$ cat config.mk
export PLATFORM = sky130hd
export DESIGN_NAME = mc_ctrl
export DESIGN_NICKNAME = d
export VERILOG_FILES = /design/src/rtl/mc_ctrl.sv
export SDC_FILE = /design/constraint.sdc
export NUM_CORES = 1
export LEC_CHECK = 0
export CAP_MARGIN = 15
export CORE_MARGIN = 2
export CORE_UTILIZATION = 45
export DETAILED_ROUTE_END_ITERATION = 8
export DONT_BUFFER_PORTS = 1
export PLACE_DENSITY_LB_ADDON = 0.05
export SYNTH_ARGS = -nofsm -noshare
export SYNTH_HDL_FRONTEND = slang
export SYNTH_SLANG_ARGS = --single-unit
$ cat constraint.sdc
create_clock -name clk -period 4.3 [get_ports clk]
set_input_delay 0.86 -clock clk [delete_from_list [all_inputs] [get_ports clk]]
set_output_delay 0.86 -clock clk [all_outputs]
set_load 0.01 [all_outputs]
$ cat src/rtl/mc_ctrl.sv
// mc_ctrl: multi-cycle MIPS-subset control unit.
// Walks FETCH/DCD/EXE/MEM/WB (plus MDWAIT for multiply/divide) and drives
// the datapath enables and selects for the current state.
// Optional feature macro: MULDIV_EN adds mult/multu/div/divu, mfhi/mflo,
// the MDWAIT state and its cycle counter. Without it those instructions
// decode as illegal and MDStart/MDBusy are held at 0.
module mc_ctrl #(
  parameter int MD_CYCLES = 32,
  parameter int STATE_W   = 3
) (
  input  logic               clk,
  input  logic               rst,
  input  logic [5:0]         op,
  input  logic [5:0]         funct,
  input  logic               zero,
  output logic               PCWr,
  output logic [1:0]         NPCOp,
  output logic               IRWr,
  output logic               RFWr,
  output logic               DMWr,
  output logic [1:0]         ExtOp,
  output logic [3:0]         ALUOp,
  output logic               BSel,
  output logic [1:0]         A3Sel,
  output logic [1:0]         WDSel,
  output logic               MDStart,
  output logic               MDBusy,
  output logic               illegal,
  output logic [STATE_W-1:0] state
);

  typedef enum logic [2:0] {
    FETCH  = 3'd0,
    DCD    = 3'd1,
    EXE    = 3'd2,
    MEM    = 3'd3,
    WB     = 3'd4
`ifdef MULDIV_EN
    ,
    MDWAIT = 3'd5
`endif
  } state_t;

  typedef enum logic [3:0] {
    C_ILL,
    C_RALU,
    C_IALU,
    C_LW,
    C_SW,
    C_BEQ,
    C_BNE,
    C_J,
    C_JAL,
    C_JR,
    C_MD
  } cls_t;

  localparam logic [3:0] ALU_ADD = 4'd0;
  localparam logic [3:0] ALU_SUB = 4'd1;
  localparam logic [3:0] ALU_AND = 4'd2;
  localparam logic [3:0] ALU_OR  = 4'd3;
  localparam logic [3:0] ALU_SLT = 4'd4;
  localparam logic [3:0] ALU_SLL = 4'd5;
  localparam logic [3:0] ALU_SRL = 4'd6;

  state_t     state_q;
  state_t     state_d;
  cls_t       cls;
  logic [3:0] dec_alu;
  logic [1:0] dec_ext;
  logic       dec_bsel;
  logic [1:0] dec_wd;

  logic       pcwr_c;
  logic [1:0] npc_c;
  logic       irwr_c;
  logic       rfwr_c;
  logic       dmwr_c;
  logic [1:0] ext_c;
  logic [3:0] alu_c;
  logic       bsel_c;
  logic [1:0] a3_c;
  logic [1:0] wd_c;
  logic       ill_c;

`ifdef MULDIV_EN
  localparam logic [7:0] MD_LOAD = 8'(MD_CYCLES - 1);
  logic [7:0] md_cnt;
  logic       mdstart_c;
  logic       mdbusy_c;
`endif

  // Classify the instruction held in the IR and pick its ALU/extension/write-back settings
  always_comb begin
    cls      = C_ILL;
    dec_alu  = ALU_ADD;
    dec_ext  = 2'b00;
    dec_bsel = 1'b0;
    dec_wd   = 2'b00;
    case (op)
      6'h00: begin
        case (funct)
          6'h21: begin cls = C_RALU; dec_alu = ALU_ADD; end
          6'h23: begin cls = C_RALU; dec_alu = ALU_SUB; end
          6'h24: begin cls = C_RALU; dec_alu = ALU_AND; end
          6'h25: begin cls = C_RALU; dec_alu = ALU_OR;  end
          6'h2A: begin cls = C_RALU; dec_alu = ALU_SLT; end
          6'h00: begin cls = C_RALU; dec_alu = ALU_SLL; end
          6'h02: begin cls = C_RALU; dec_alu = ALU_SRL; end
          6'h08: cls = C_JR;
`ifdef MULDIV_EN
          6'h18, 6'h19, 6'h1A, 6'h1B: cls = C_MD;
          6'h10, 6'h12: begin cls = C_RALU; dec_wd = 2'b11; end
`endif
          default: cls = C_ILL;
        endcase
      end
      6'h0D: begin cls = C_IALU; dec_alu = ALU_OR;  dec_ext = 2'b00; dec_bsel = 1'b1; end
      6'h09: begin cls = C_IALU; dec_alu = ALU_ADD; dec_ext = 2'b01; dec_bsel = 1'b1; end
      6'h0A: begin cls = C_IALU; dec_alu = ALU_SLT; dec_ext = 2'b01; dec_bsel = 1'b1; end
      6'h0F: begin cls = C_IALU; dec_alu = ALU_ADD; dec_ext = 2'b10; dec_bsel = 1'b1; end
      6'h23: begin cls = C_LW;   dec_alu = ALU_ADD; dec_ext = 2'b01; dec_bsel = 1'b1; dec_wd = 2'b01; end
      6'h2B: begin cls = C_SW;   dec_alu = ALU_ADD; dec_ext = 2'b01; dec_bsel = 1'b1; end
      6'h04: begin cls = C_BEQ;  dec_alu = ALU_SUB; end
      6'h05: begin cls = C_BNE;  dec_alu = ALU_SUB; end
      6'h02: cls = C_J;
      6'h03: cls = C_JAL;
      default: cls = C_ILL;
    endcase
  end

  // Next-state and per-state control outputs; anything not set in a state stays 0
  always_comb begin
    state_d = state_q;
    pcwr_c  = 1'b0;
    npc_c   = 2'b00;
    irwr_c  = 1'b0;
    rfwr_c  = 1'b0;
    dmwr_c  = 1'b0;
    ext_c   = 2'b00;
    alu_c   = 4'd0;
    bsel_c  = 1'b0;
    a3_c    = 2'b00;
    wd_c    = 2'b00;
    ill_c   = 1'b0;
`ifdef MULDIV_EN
    mdstart_c = 1'b0;
    mdbusy_c  = 1'b0;
`endif
    case (state_q)
      FETCH: begin
        irwr_c  = 1'b1;
        pcwr_c  = 1'b1;
        state_d = DCD;
      end
      DCD: begin
        case (cls)
          C_J: begin
            pcwr_c  = 1'b1;
            npc_c   = 2'b10;
            state_d = FETCH;
          end
          C_JAL: begin
            pcwr_c  = 1'b1;
            npc_c   = 2'b10;
            rfwr_c  = 1'b1;
            a3_c    = 2'b10;
            wd_c    = 2'b10;
            state_d = FETCH;
          end
          C_JR: begin
            pcwr_c  = 1'b1;
            npc_c   = 2'b11;
            state_d = FETCH;
          end
          C_ILL: begin
            ill_c   = 1'b1;
            state_d = FETCH;
          end
          default: state_d = EXE;
        endcase
      end
      EXE: begin
        alu_c  = dec_alu;
        ext_c  = dec_ext;
        bsel_c = dec_bsel;
        case (cls)
          C_BEQ: begin
            pcwr_c  = zero;
            npc_c   = 2'b01;
            state_d = FETCH;
          end
          C_BNE: begin
            pcwr_c  = ~zero;
            npc_c   = 2'b01;
            state_d = FETCH;
          end
          C_LW, C_SW: state_d = MEM;
`ifdef MULDIV_EN
          C_MD: begin
            mdstart_c = 1'b1;
            state_d   = MDWAIT;
          end
`endif
          default: state_d = WB;
        endcase
      end
      MEM: begin
        if (cls == C_SW) begin
          dmwr_c  = 1'b1;
          state_d = FETCH;
        end else begin
          state_d = WB;
        end
      end
      WB: begin
        rfwr_c  = 1'b1;
        wd_c    = dec_wd;
        a3_c    = (cls == C_RALU) ? 2'b01 : 2'b00;
        state_d = FETCH;
      end
`ifdef MULDIV_EN
      MDWAIT: begin
        mdbusy_c = 1'b1;
        if (md_cnt == 8'd0) state_d = FETCH;
      end
`endif
      default: state_d = FETCH;
    endcase
  end

  // State register; reset parks the FSM in FETCH
  always_ff @(posedge clk or posedge rst) begin
    if (rst) state_q <= FETCH;
    else     state_q <= state_d;
  end

`ifdef MULDIV_EN
  // MDWAIT down-counter: loaded when the start pulse fires, leaves MDWAIT on reaching 0
  always_ff @(posedge clk or posedge rst) begin
    if (rst) begin
      md_cnt <= 8'd0;
    end else if (state_q == EXE && cls == C_MD) begin
      md_cnt <= MD_LOAD;
    end else if (state_q == MDWAIT && md_cnt != 8'd0) begin
      md_cnt <= md_cnt - 8'd1;
    end
  end

  assign MDStart = mdstart_c & ~rst;
  assign MDBusy  = mdbusy_c;
`else
  assign MDStart = 1'b0;
  assign MDBusy  = 1'b0;
`endif

  // Write enables and pulses are masked while reset is held, since FETCH would otherwise drive them
  assign PCWr    = pcwr_c & ~rst;
  assign IRWr    = irwr_c & ~rst;
  assign RFWr    = rfwr_c & ~rst;
  assign DMWr    = dmwr_c & ~rst;
  assign illegal = ill_c & ~rst;
  assign NPCOp   = npc_c;
  assign ExtOp   = ext_c;
  assign ALUOp   = alu_c;
  assign BSel    = bsel_c;
  assign A3Sel   = a3_c;
  assign WDSel   = wd_c;
  assign state   = STATE_W'(state_q);

endmodule

# After elaboration in Yosys (flattened, before gate mapping)
# Cells that the tools add are included.
dict set report word_totals {
  input_bits 15
  wordCells 82
  reg_bits 3
  out_inout_bits 23
}
dict set report classes {
  bitwise 7
  muxes 31
  eq_ne 29
  reduce_logical 14
}
# op n
set op_table {}
lappend op_table {{6-bit == test, second input constant} 7}
lappend op_table {{4-bit one-hot mux with 8 select lines} 1}
lappend op_table {{6-bit by 4-bit == test with 1-bit output, second input constant} 5}
lappend op_table {{3-bit one-hot mux with 4 select lines} 2}
lappend op_table {{2-bit one-hot mux with 2 select lines} 5}
lappend op_table {{6-bit by 2-bit == test with 1-bit output, second input constant} 3}
lappend op_table {{3-bit one-hot mux with 6 select lines} 1}
lappend op_table {{4-bit by 3-bit == test with 1-bit output, second input constant} 4}
lappend op_table {{6-bit by 3-bit == test with 1-bit output, second input constant} 2}
lappend op_table {{6-bit logical NOT} 2}
lappend op_table {{1-bit 2-to-1 mux} 12}
lappend op_table {{4-bit OR reduction} 3}
lappend op_table {{4-bit == test, second input constant} 2}
lappend op_table {{4-bit one-hot mux with 2 select lines} 1}
lappend op_table {{2-bit OR reduction} 4}
lappend op_table {{7-bit OR reduction} 1}
lappend op_table {{3-bit by 2-bit == test with 1-bit output, second input constant} 2}
lappend op_table {{2-bit 2-to-1 mux} 3}
lappend op_table {{3-bit one-hot mux with 2 select lines} 1}
lappend op_table {{6-bit OR reduction} 1}
lappend op_table {{1-bit AND} 5}
lappend op_table {{4-bit by 1-bit == test with 1-bit output, second input constant} 1}
lappend op_table {{4-bit by 2-bit == test with 1-bit output, second input constant} 1}
lappend op_table {{4-bit logical NOT} 1}
lappend op_table {{9 further kinds} 11}

# Depth between registers and ports, before layout
# Gate-level depths: netlist of run 1.
dict set report logic_depth {
  ltp_word 9
  ltp_mapped 6
  mapped_depth_nobuf 5
}

# Least setup slack after synthesis of run 1
# OpenSTA, ideal clock, no wires.
dict set report synth_timing {
  path_kind {input port to output port}
  from {input funct[1]}
  to {output NPCOp[0]}
  slack_ps 1424
  stages 5
  arrival_time_ps 2016
  required_time_ps 3440
  n_path_buf 1
  path_cell_list {buf_6 or4b_4 nor3_2 nand2_1 o32ai_2}
}
dict set report synth_between {
  elab_chain_len 8
  elab_cells_between_ends 21
  classes_between {12 x eq/ne; 5 x mux; 4 x reduce/logical}
}
# item line_no
set synth_rtl {}
lappend synth_rtl {{start, declared} 14} ;# input logic [5:0] funct,
lappend synth_rtl {{6-bit by 2-bit == test with 1-bit output (tied with other cells)} 102} ;# case (funct)
lappend synth_rtl {{7-bit OR reduction (no source line)} n/a}
lappend synth_rtl {{4-bit one-hot mux with 2 select lines *} 102}
lappend synth_rtl {{4-bit one-hot mux with 8 select lines *} 100} ;# case (op)
lappend synth_rtl {{4-bit == test (tied with other cells)} 157} ;# case (cls)
lappend synth_rtl {{2-bit OR reduction (no source line)} n/a}
lappend synth_rtl {{2-bit one-hot mux with 2 select lines / 1-bit 2-to-1 mux (equally long branches)} {157, 187}}
lappend synth_rtl {{2-bit one-hot mux with 2 select lines *} 150} ;# case (state_q)
lappend synth_rtl {{end, declared} 17} ;# output logic [1:0] NPCOp,
# Every way passes the cells marked *; elsewhere a longest branch is shown, timed or not.

# Worst setup path in the final report of run 1
dict set report layout_timing {
  from {input funct[0]}
  to {output A3Sel[0]}
}
dict set report layout_between {
  elab_chain_len 7
  elab_cells_between_ends 14
  classes_between {8 x eq/ne; 4 x mux; 2 x reduce/logical}
}
# item line_no
set layout_rtl {}
lappend layout_rtl {{6-bit by 2-bit == test with 1-bit output (tied with other cells)} 102}
lappend layout_rtl {{7-bit OR reduction (no source line)} n/a}
lappend layout_rtl {{4-bit one-hot mux with 2 select lines *} 102}
lappend layout_rtl {{4-bit one-hot mux with 8 select lines *} 100}
lappend layout_rtl {{4-bit by 1-bit == test with 1-bit output *} 219} ;# a3_c = (cls == C_RALU) ? 2'b01 : 2'b00;
lappend layout_rtl {{1-bit 2-to-1 mux *} 219}
lappend layout_rtl {{2-bit one-hot mux with 2 select lines *} 150}
lappend layout_rtl {{end, declared} 24} ;# output logic [1:0] A3Sel,
# Marks and branches as above.

==> results of run 1 <==
## final timing paths
kind                             to  cells past startpoint
setup / recovery           A3Sel[0]                      5
hold / removal             state[2]                      1
setup reg to reg           state[1]                      2
hold reg to reg            state[2]                      1
max in group asynchronous  state[1]                      1
min in group clk           state[2]                      1
## synth_stat cells, types with 2 or more instances
cell	count	area share (%)
sky130_fd_sc_hd__nand3_1	6	3.5
sky130_fd_sc_hd__nor4b_4	2	5.5
sky130_fd_sc_hd__inv_1	3	1.3
sky130_fd_sc_hd__a32o_1	2	2.3
sky130_fd_sc_hd__nor2_1	10	4.4
sky130_fd_sc_hd__nand3b_1	2	1.7
sky130_fd_sc_hd__nor4_1	5	3.6
sky130_fd_sc_hd__a21oi_1	3	1.7
sky130_fd_sc_hd__buf_6	3	3.9
sky130_fd_sc_hd__nor3_1	5	2.9
sky130_fd_sc_hd__o21ai_1	3	1.7
sky130_fd_sc_hd__o211ai_1	2	1.7
sky130_fd_sc_hd__dfrtp_1	3	8.7
sky130_fd_sc_hd__a32oi_1	2	2.0
sky130_fd_sc_hd__buf_4	5	4.4
sky130_fd_sc_hd__o21ai_0	8	4.7
sky130_fd_sc_hd__and3b_1	4	4.1
sky130_fd_sc_hd__and3_1	2	1.5
sky130_fd_sc_hd__buf_2	4	2.3
sky130_fd_sc_hd__nand2b_1	5	3.6
sky130_fd_sc_hd__xnor2_1	2	2.0
sky130_fd_sc_hd__nand2_1	14	6.1
## critical path: cells and delay by family
kind / cells / cell delay, ps
and+or+nand+nor: 3 / 870
AOI/OAI and AO/OA: 2 / 250
## power by group through the flow
stage	clock, uW	sequential, uW	combinational [uW]
floorplan	0	46.4	84.2
global placement	0	51.6	77.0
detailed placement	0	51.6	77.8
CTS	51.3	51.4	78.1
global route	56.3	53.0	87.8
finish	49.7	50.8	77.7
## metrics by stage
stage	std cells	power, uW
6_report	138	178
5_1_grt	138	197
4_1_cts	138	181
3_5_place_dp	134	129
3_3_place_gp	134	129
2_1_floorplan	122	131
## metal layers
metal	up-vias	GRT usage (%)	share of wire, %
li1	430	-	-
met1	416	27.6	45
met2	28	33.9	48
met3	0	5.66	7.0
met4	0	0	0
met5	-	0	0
## cells by family (layout without fill, tap and decap cells)
logic type,Yosys count,in the layout,synth area share (%)
buffers and inverters,16,7,12.4
and+or+nand+nor,66,66,49.4
DFF,3,3,8.72
other,1,3,0.436
AOI/OAI and AO/OA,30,30,24.9
muxes,1,1,1.16
xor gates and xnor gates,3,3,3.05
## area by class of cell
cell class                      instances  area, sq um  share of cell area [%]
Inverter                                3         11.3                    1.36
Clock buffer                            4         26.3                    3.16
Tap cell                               25         31.3                    3.77
Sequential cell                         3         75.1                    9.04
Multi-Input combinational cell        103          687                    82.7
==> impl_results.md, run 1 <==
- Outcome: completed
- Global-route total usage across every layer: 20.2%
- Total DRC errors in the routed layout: 0
- Startpoint of the worst setup timing path: funct[0]
- Wire length of the first global-routing pass: 3330 um
- CTS Buffer Depth: 2
- Master cell of the clock root buffer: sky130_fd_sc_hd__clkbuf_4
- Total number of yosys warnings: 0
- Setup total negative slack: 0 ps
- Hold Crit Class: in2async
- Final antenna-violating net count: 0
- Share of synthesized registers carrying an async set or reset: 100%
- Startpoint of the lowest-slack register-to-register path: state[1]
- Final hold viol count: 0
- Maximum fanout along the worst path: 7
- Number of antenna violations at the first check in global routing: 0
- Final worst path period share: 66.3%
- Leakage power total: 0.000275 uW
- Via count: 874
- Power density of the placed cells: 214 mW/mm^2
- DIE AREA: between 0.002 and 0.0025 sq mm
- Aggregate routed wire length: 2100 um
- # H-tree levels: 1
- Count of TritonRoute iterations in the first routing pass: 4
- Final core utilization: roughly 47%
- HPWL Detailed: about 1600 um
- Fraction of the yosys area taken by sequential cells: 8.72%
- Hold Buf Count CTS: 0
- Achievable frequency: between 300 and 400 MHz
- Die height: 47.7 um
- Top library cells by usage in the layout, fill and taps aside: sky130_fd_sc_hd__nand2_1, sky130_fd_sc_hd__nor2_1, sky130_fd_sc_hd__o21ai_0, sky130_fd_sc_hd__nand3_1
- Crit path kind: in2out
- First DRT Iteration DRCs: 13
- Switching fraction of total power: 42.8%
- Vias per std cell: 6.33
- Vias in the first global route: 748
- Final hold slack: 387 ps
- Clock skew after layout: between 2 and 2.5 ps
- Peak VDD IR: 0.000120 V
- Flip-flop count of the largest register, all copies and words added: 3
- Power share of the clock group: between 20 and 30%
- Mapped Cells: 120
- Ys flop type: sky130_fd_sc_hd__dfrtp_1
- Final weighted congestion in routability-driven placement: 0.832
- Switching Power: 76.2 uW
- Internal Power: roughly 100 uW
- Floorplan core area: 0.00176 sq mm
- Setup slack after layout: 1450 ps
- Number of buffers inserted during clock tree synthesis: 3
- Avg Inst Size Synth: 7.17 sq um
- Pin slew with the least headroom to its limit: between 500 and 600 ps
- Number of sinks driven by the clock tree: 3
- Instance area after placement: 805 sq um
- Most common library cell in the layout ignoring fill and taps: sky130_fd_sc_hd__nand2_1
- Number of fillers in the final layout: between 200 and 250
- Crit path launch type: input pin
- Number of port buffers: 0
- Reg2Reg Setup Slack: 3110 ps
- Yosys reg bits: 3
- FP Rows: 15
- Min Clock Period, post-route: between 2000 and 3000 ps
- Arrival time worst endpoint: around 2000 ps
- Initial standard-cell utilization of the core: between 40 and 50%
- Layout Cell Area excl Fill: 831 sq um
- Horizontal extent of the die: 47.7 um
- TritonCTS clock tree: yes
- Final layout net count: 129
- Cell area after synthesis: 861 sq um
- Worst slack at placement: 1440 ps
- Clock transition at the register clock pins on the worst setup and hold paths after CTS: 40 ps
- Sort of element at the end of the critical path: primary output
- Fraction of layout cells with a size suffix above 1: 12.4%
- Detailed-route wire length per cell: ~15 um
- Crit-path cells: or3_1, nor2_1, o31a_2, a21oi_2, nor4b_4
- # Max-Cap Violations: 0
- Sequential power share: 28.5%
- Diode insertion count for antenna repair: 0
- Clock latency reported for the late side of the worst-skew pair: 230 ps
- Number of setup buffers added after CTS: 0
- Area growth from synthesis to final layout: -3.49%
- Number of enable-type register cells in the synthesized netlist: 0
- Number of distinct library cell variants in the gate-level netlist after synthesis: between 40 and 50
- Required time of the worst setup path: 3440 ps
- Number of instances resized during post-cts repair: 0
- Remaining Overflow, GRT: 0
- Maximum number of pins on one net before global-route repair: 17
- Unrepaired setup endpoints after global routing: false
- Relative slew slack: between 60% and 70%
- Largest stage delay on the critical path: 390 ps
- Boundary Pins: 38
- Part of the total power dissipated in combinational logic: 43.6%
- Cell with the largest stage delay on the worst path: sky130_fd_sc_hd__or3_1
- Final Max Slew Viols: 0
- Finish-stage setup viols: 0
(Power assumes the default switching activity.)
==> inputs of run 2 (changes only) <==
- clock period: 4.3 -> 2.4 ns (I/O delays scaled with it)
==> impl_results.md, run 2 (same netlist as run 1, synthesis figures left out) <==
- Outcome: completed
- # Max-Cap Violations: 0 (unchanged)
- Final weighted congestion in routability-driven placement: 0.860 (+3.4%)
- HPWL Detailed: 1610 um (-0.74%)
- Master cell of the clock root buffer: sky130_fd_sc_hd__clkbuf_4
- Final hold viol count: 0 (unchanged)
- Power density of the placed cells: 385 mW/mm^2 (+79%)
- Maximum number of pins on one net before global-route repair: 17 (unchanged)
- Diode insertion count for antenna repair: 0 (unchanged)
- Wire length of the first global-routing pass: 3210 um (-3.7%)
- PnR Total Power: 328 uW (+84%)
- Startpoint of the worst setup timing path: state[0]
- Maximum fanout along the worst path: 6 (-1)
- Floorplan core area: 0.00176 sq mm (unchanged)
- Vias per std cell: 6.09 (-3.8%)
- Finish-stage setup viols: 0 (unchanged)
- Area growth from synthesis to final layout: -0.872%
- Min Clock Period, post-route: 2220 ps
- Crit path launch type: flop
- Boundary Pins: 38 (unchanged)
- Unrepaired setup endpoints after global routing: false
- Vias in the first global route: 739 (-1.2%)
- Arrival time worst endpoint: 1740 ps (-250 ps)
- Setup slack after layout: 182 ps (-1270 ps)
- Horizontal extent of the die: 47.7 um (unchanged)
- Cell with the largest stage delay on the worst path: sky130_fd_sc_hd__dfrtp_1
- Number of antenna violations at the first check in global routing: 0 (unchanged)
- Flip-flop and latch area: 75.1 sq um (unchanged)
- Die height: 47.7 um (unchanged)
- Startpoint of the lowest-slack register-to-register path: state[0]
- Crit-path cells: nor2_1, nand2_1, nor3_1, o311ai_1, a211oi_1, buf_4
- Sort of element at the end of the critical path: primary output
- Clock transition at the register clock pins on the worst setup and hold paths after CTS: 40 ps (about the same)
- Clock latency reported for the late side of the worst-skew pair: 240 ps (about the same)
- Clock skew after layout: 9.27 ps (+6.96 ps)
- Global-route total usage across every layer: 19.1% (-1.1 points)
- Peak VDD IR: 0.000285 V (+140%)
- TritonCTS clock tree: yes
- Reg2Reg Setup Slack: 1240 ps (-1870 ps)
- Worst slack at placement: 303 ps (-1140 ps)
- Final layout net count: 132 (+2.3%)
- Non-Filler Instances: 141 (+2.2%)
- # H-tree levels: 1 (unchanged)
- Delay-heaviest family, CP: simple AND/OR/NAND/NOR gates
- DIE AREA: 0.00228 sq mm (unchanged)
- Most common library cell in the layout ignoring fill and taps: sky130_fd_sc_hd__nand2_1
- Final Max Slew Viols: 0 (unchanged)
- CTS Buffer Depth: 2 (unchanged)
- Top library cells by usage in the layout, fill and taps aside: sky130_fd_sc_hd__nand2_1, sky130_fd_sc_hd__nor2_1, sky130_fd_sc_hd__o21ai_0, sky130_fd_sc_hd__nand3_1
- Number of fillers in the final layout: 207 (+1.5%)
- Pin slew with the least headroom to its limit: 540 ps (-25.7 ps)
- Detailed-route wire length per cell: 14.7 um (-3.4%)
- Aggregate routed wire length: 2070 um (-1.3%)
- FP Rows: 15 (unchanged)
- Initial standard-cell utilization of the core: 48.8% (unchanged)
- Hold Crit Class: in2async
- Flip-flop count of the largest register, all copies and words added: 3 (unchanged)
- Required time of the worst setup path: 1920 ps (-1520 ps)
- Final worst path period share: about 90%
- Leakage power total: 0.000291 uW (+5.8%)
- Setup total negative slack: 0 ps (unchanged)
- Number of port buffers: 0 (unchanged)
- Relative slew slack: 63.7% (+1.9 points)
- Number of sinks driven by the clock tree: 3 (unchanged)
- Instance count after placement with tap cells included: 137 (+2.2%)
- Remaining Overflow, GRT: 0 (unchanged)
- Number of buffers inserted during clock tree synthesis: 3 (unchanged)
- First DRT Iteration DRCs: 16 (+3)
- Via count: 859 (-1.7%)
- Fraction of layout cells with a size suffix above 1: 14.7% (+2.3 points)
- Crit path kind: reg2out
- Final antenna-violating net count: 0 (unchanged)
- Achievable frequency: 451 MHz
- Multi-input logic area: 687 sq um (unchanged)
- Largest stage delay on the critical path: 450 ps (+60 ps)
- Total DRC errors in the routed layout: 0 (unchanged)
- Count of TritonRoute iterations in the first routing pass: 4 (unchanged)
- Count of buffering cells on the critical path with inverters included: 1 (+1)
[run 2: cell types whose count changed in the layout (fill, tap and decap cells not counted)]
cell | before | now
sky130_fd_sc_hd__o311ai_1 | 0 | 1
sky130_fd_sc_hd__o311ai_0 | 1 | 0
sky130_fd_sc_hd__buf_4 | 0 | 3
[run 2: report_power, final]
part / switching, uW / internal [uW] / total [uW]
Combinational: 90.3 / 61.5 / 152
Clock: 29.5 / 62.5 / 92.0
Sequential: 21.7 / 62.9 / 84.6
Total: 141 / 187 / 328
[run 2: timing repair]
action / CTS / global route
endpoints found under the setup margin: 0 / 1
buffers inserted: 0 / 0
hold buffers: 0 / 0
gates resized for setup: 0 / 1
[run 2: worst paths after layout]
path | depth (start not counted) | end
min in group clk | 2 | state[0]
hold reg to reg | 2 | state[0]
max in group asynchronous | 1 | state[2]
setup / recovery | 6 | ALUOp[2]
hold / removal | 1 | state[1]
setup reg to reg | 4 | state[1]
[run 2: layout make-up]
cell class,count,area share [%]
Multi-Input combinational cell,103,80.5
Sequential cell,3,8.80
Inverter,3,1.32
Clock buffer,4,3.08
Timing Repair Buffer,3,2.64
Tap cell,25,3.67
[run 2: per-layer routing]
layer | share of wire (%) | track usage [%] | vias up
met5 | 0 | 0 | -
met2 | 45 | 29.1 | 29
li1 | - | - | 430
met1 | 48 | 28.4 | 400
met3 | 6.8 | 5.66 | 0
met4 | 0 | 0 | 0
[run 2: per-stage QoR]
step	util [%]	area, sq um	hold slack (ps)
floorplan	-	868	242
global placement	46.9	827	265
detailed placement	46.9	827	263
global route	48.4	853	3.61
finish	48.4	853	5.21
CTS	48.4	853	8.74
